### config.mk
export PLATFORM = sky130hd
export DESIGN_NAME = count_seq_ctrl
export DESIGN_NICKNAME = d
export VERILOG_FILES = /design/src/rtl/count_seq_ctrl.sv
export SDC_FILE = /design/constraint.sdc
export NUM_CORES = 1
export LEC_CHECK = 0
export CORE_MARGIN = 10
export CORE_UTILIZATION = 45
export CTS_CLUSTER_SIZE = 12
export DETAILED_ROUTE_END_ITERATION = 8
export GPL_ROUTABILITY_DRIVEN = 0
export PLACE_DENSITY = 0.93
export SYNTH_ARGS = -nofsm -noshare
export SYNTH_HDL_FRONTEND = slang
export SYNTH_SLANG_ARGS = --single-unit
### constraint.sdc
create_clock -name clock -period 2.76 [get_ports clock]
set_input_delay 0.69 -clock clock [delete_from_list [all_inputs] [get_ports clock]]
set_output_delay 0.69 -clock clock [all_outputs]
set_load 0.005 [all_outputs]
### src/rtl/count_seq_ctrl.sv
// Command sequencer for an external 8-bit loadable up-counter: loads start, counts to end,
// repeats the pass cmd_repeat extra times, then pulses done. Supports pause and abort.
module count_seq_ctrl #(
  parameter int WIDTH    = 8,
  parameter int REPEAT_W = 4
) (
  input  logic                clock,
  input  logic                reset,
  input  logic                cmd_valid,
  output logic                cmd_ready,
  input  logic [WIDTH-1:0]    cmd_start,
  input  logic [WIDTH-1:0]    cmd_end,
  input  logic [REPEAT_W-1:0] cmd_repeat,
  input  logic                pause,
  input  logic                abort,
  input  logic [WIDTH-1:0]    count,
  output logic                cnt_load,
  output logic                cnt_enable,
  output logic [WIDTH-1:0]    cnt_data,
  output logic                busy,
  output logic                done,
  output logic                aborted
);

  typedef enum logic [1:0] {IDLE, LOAD, RUN, DONE} state_t;

  state_t              state_q, state_d;
  logic [WIDTH-1:0]    start_q, end_q;
  logic [REPEAT_W-1:0] rep_left;
  logic                at_end;

  assign at_end = (count == end_q);

  always_ff @(posedge clock or posedge reset) begin
    if (reset) begin
      state_q  <= IDLE;
      start_q  <= '0;
      end_q    <= '0;
      rep_left <= '0;
    end else begin
      state_q <= state_d;
      if (state_q == IDLE && cmd_valid) begin
        start_q  <= cmd_start;
        end_q    <= cmd_end;
        rep_left <= cmd_repeat;
      end
      if (state_q == RUN && !abort && at_end && rep_left != '0)
        rep_left <= rep_left - 1'b1;
    end
  end

  // abort wins over the terminal-count decision and kills load/enable in the same cycle
  always_comb begin
    state_d    = state_q;
    cnt_load   = 1'b0;
    cnt_enable = 1'b0;
    done       = 1'b0;
    aborted    = 1'b0;
    case (state_q)
      IDLE: if (cmd_valid) state_d = LOAD;
      LOAD: begin
        if (abort) begin
          aborted = 1'b1;
          state_d = IDLE;
        end else begin
          cnt_load   = 1'b1;
          cnt_enable = 1'b1;
          state_d    = RUN;
        end
      end
      RUN: begin
        if (abort) begin
          aborted = 1'b1;
          state_d = IDLE;
        end else begin
          cnt_enable = !pause && !at_end;
          if (at_end) state_d = (rep_left == '0) ? DONE : LOAD;
        end
      end
      DONE: begin
        done    = 1'b1;
        state_d = IDLE;
      end
      default: state_d = IDLE;
    endcase
  end

  assign cnt_data  = start_q;
  assign cmd_ready = (state_q == IDLE);
  assign busy      = (state_q != IDLE);

endmodule

# After elaboration in Yosys (flattened, before gate mapping)
# Cells that the tools add are included.
# word_totals
regBits,22
in_bits,33
out_inout_bits,14
elab_cells,41
# classes
add_sub_neg,1
n_eq_ne,6
mux,15
reduce_logical,15
# ops
op,n
$mux 2,5
$eq 8x8->1,1
$mux 4,2
$pmux 2 s4,1
$mux 1,6
$logic_and 1x1->1,5
$eq 2x2->1 const B,2
$logic_not 4->1,1
$reduce_bool 2->1,2
$reduce_bool 4->1,1
$sub 4x1->4 const B,1
$logic_not 1->1,3
$ne 3x3->1 const B,1
$eq 2x1->1 const B,1
$logic_not 2->1,1
$ne 2x2->1 const B,1
$pmux 1 s2,1
$reduce_and 2->1,1
$reduce_or 2->1,1

# Depth between registers and ports, before layout
# Gate-level depths: netlist of the first run.
# logic_depth
word_depth,5
depth_mapped,8
ltp_nobuf,7

# Worst setup path after synthesis of the first run
# Ideal clock, no wire load.
# synth_timing
path_type,input to output
from,input count[1]
to,output cnt_enable
arrival_ns,1.411
setup_slack_ns,0.659
path_stages,5
n_path_buf,0
cell_sequence,xnor2_1 > nand4_1 > o21ai_0 > nor2_1 > o21a_1
# synth_between
elab_chain_cells,5
# synth_rtl
element,line,text
"start, declared",16,"input logic [WIDTH-1:0] count,"
$eq 8x8->1,32,assign at_end = (count == end_q);
$logic_not 1->1,76,cnt_enable = !pause && !at_end;
$logic_and 1x1->1,76,
$mux 1,72,if (abort) begin
$pmux 1 s2,59,case (state_q)
"end, declared",18,"output logic cnt_enable,"
# Every way passes these cells.

# Final worst setup path of the first run
# layout_timing
from,input count[0]
to,output cnt_enable
# Same word-level chain as after synthesis.

==> results of run 1 <==
## registers in the layout, summed over array words and instances (netlist names)
name      count
rep_left      4
state_q       2
cnt_data      8
end_q         8
## power breakdown
part	internal, W	total [W]	switching (W)
registers	0.000487	0.000614	0.000127
clock network	0.0000807	0.000179	0.0000984
logic	0.000530	0.000849	0.000319
total	0.00110	0.00164	0.000544
## how the worst max path moves through the flow
stage                       endpoint  slack (ns)  cells past startpoint
after floorplan           cnt_enable        0.66                      5
after global placement    cnt_enable       -0.27                      7
after detailed placement  cnt_enable       -0.29                      7
after CTS                 cnt_enable      0.0005                      7
after global routing      cnt_enable       -0.03                      7
final                     cnt_enable        0.02                      7
## metrics by stage
| stage | TNS, ns | utilization | std cells | setup slack (ns) |
|---|---|---|---|---|
| after floorplan | 0 | - | 96 | 0.659 |
| after global placement | -0.299 | 0.682 | 176 | -0.271 |
| after detailed placement | -0.363 | 0.682 | 176 | -0.287 |
| after CTS | 0 | 0.707 | 183 | 0.000488 |
| after global routing | -0.0322 | 0.708 | 183 | -0.0322 |
| final | 0 | 0.708 | 183 | 0.0197 |
## final cells by class
| cell class | count | area (µm²) |
|---|---|---|
| fill | 151 | 717 |
| multi-input combinational | 65 | 556 |
| sequential | 22 | 551 |
| timing repair buffer | 56 | 536 |
| tap | 30 | 37.5 |
| clock buffer | 4 | 36.3 |
| inverter | 6 | 22.5 |
## cells by family after synthesis
logic type	share of synthesized area
muxes	0.158
and+or+nand+nor	0.123
DFF	0.481
buffers and inverters	0.0361
xor gates and xnor gates	0.0678
AOI/OAI and AO/OA	0.0689
adders and majority gates	0.0656
## timing repair
item,CTS,global route
endpoints found under the setup margin,1,1
hold endpoints to repair,0,0
pin swaps,4,6
buffers inserted,3,0
gates cloned,0,0
gates resized for setup,6,4
## per-layer routing
metal,global-route usage,share of wire,up-vias
met4,0.0680,0.019,0
met5,0,0,-
li1,-,-,450
met2,0.214,0.52,31
met3,0.0523,0.076,4
met1,0.122,0.38,457
## critical path, stage by stage
cell	delay [ns]
clkdlybuf4s50_1	0.48
xnor2_1	0.14
nand4_1	0.19
o21ai_2	0.21
nor2_1	0.07
o21a_1	0.16
clkbuf_2	0.11
## layout by cell type, fill, tap and decap left out, drive strengths merged, types with 3 or more instances in the layout
| master | instances |
|---|---|
| clkdlybuf4s50 | 40 |
| o21ai | 4 |
| dfrtp | 22 |
| inv | 6 |
| nand3 | 4 |
| nand4 | 3 |
| dlymetal6s2s | 3 |
| mux2 | 16 |
| ha | 6 |
| clkbuf | 5 |
| xnor2 | 8 |
| buf | 10 |
| nand2 | 4 |
==> impl_metrics.ini, run 1 <==
[outcome]
status = completed

[critical_path]
rr_startpoint = end_q[3]
crit_arrival_ns = 2.05
crit_path_start = count[0]
reg2reg_depth = 7
cp_data_required_time_ns = 2.07
path_class = in -> out
r2r_end = rep_left[2]
cp_max_fo = 2
worst_setup_path_end_kind = primary output
r2r_slack_ns = 0.44
start_kind = input pin

[cts]
postCtsHoldBufs = 0
cts_inserted_buffers = 3
clkSlewWorstSetupHoldPaths_ns = 0.12
cts.sinks = 22
cts_root_buffer = clkbuf_4
cts_buffer_depth = 2
clk_latency_ns = 0.31
cts_tree = done
h-tree-depth = 1

[hold_path]
hold_path_depth = 1
hold_class = reg -> reg
hp-start = cnt_data[6]
hold_path_end = cnt_data[6]

[cells_and_area]
nets = 193
layout-drive-gt1-share = 0.229
final_area_um2 = 1740
area_growth_pct = 52.0
antenna_cells = 0

[synthesis]
async_reset_ff_frac = 1.00
yosysTopAreaCell = dfrtp_1
synth_edf_count = 0
synth.most_common_cell = dfrtp_1
synthesis.nets = 135
synth_top_area_share = 0.481
syn_inst = 96
synth.ff_latch_count = 22
syn-cell-area_um2 = 1140
ys.flop_type = dfrtp_1
ys_warn_count = 0
ys_top_cells_by_area = dfrtp_1 48%, mux2_2 16%, ha_1 6.6%
syn_area_per_cell_um2 = 11.9
yosys-top-cells-count = 22 x dfrtp_1, 16 x mux2_2, 7 x xnor2_1
ys_seq_area_frac = 0.481
yosysUniqueCellTypes = 28

[power]
power_leakage_nw = 0.757
ir_drop_v = 0.000632
power_w = 0.00164
power_density_nw_per_um2 = 944

[detailed_routing]
detail-route-antenna-nets = 0
routed_wl_mm = 3.11
detail_route.wl_per_cell_um = 17.0
initialDrtViolationCount = 29
dr.pass1.iters = 4
viasPerCell = 5.15
drc = 0
vias = 942

[place]
dp_hpwl_mm = 2.44
dpl-instance-area_um2 = 1680
port_buffers = 46

[job]
maxCapViolCount = 0

[sta]
finalHoldViolCount = 0
fin_crit_sh = 0.993
final_max_slew_viol_count = 0
skew_ns = 0.00209
period_minus_slack_ns = 2.74
finalHoldWorstSlack_ns = 0.519
worst_slew_pin_slew_ns = 0.822
setup_viol = 0
slew_headroom = 0.451
fmax_ghz = 0.365

[global_route]
antenna_found_initial = 0
grt_pass1_wl_mm = 5.05
grt_max_degree = 23
grt.total_usage = 0.124
grt_pass1_vias = 1083
gr-total-overflow = 0

[floorplanning]
die_h_um = 70.4
core_um2 = 2450
std_cell_rows = 18
ios = 47
dieArea_um2 = 4960
die_w_um = 70.4
initial_core_util = 0.466
Note: power is estimated with default switching activity, not from simulation.
==> run 2: changes to the inputs <==
--- a/config.mk
+++ b/config.mk
@@ -11,6 +11,7 @@
 export DETAILED_ROUTE_END_ITERATION = 8
 export GPL_ROUTABILITY_DRIVEN = 0
 export PLACE_DENSITY = 0.93
+export SLEW_MARGIN = 10
 export SYNTH_ARGS = -nofsm -noshare
 export SYNTH_HDL_FRONTEND = slang
 export SYNTH_SLANG_ARGS = --single-unit
==> results of run 2 <==
Same layout as run 1: the final DEF is identical, and so are final timing and power.
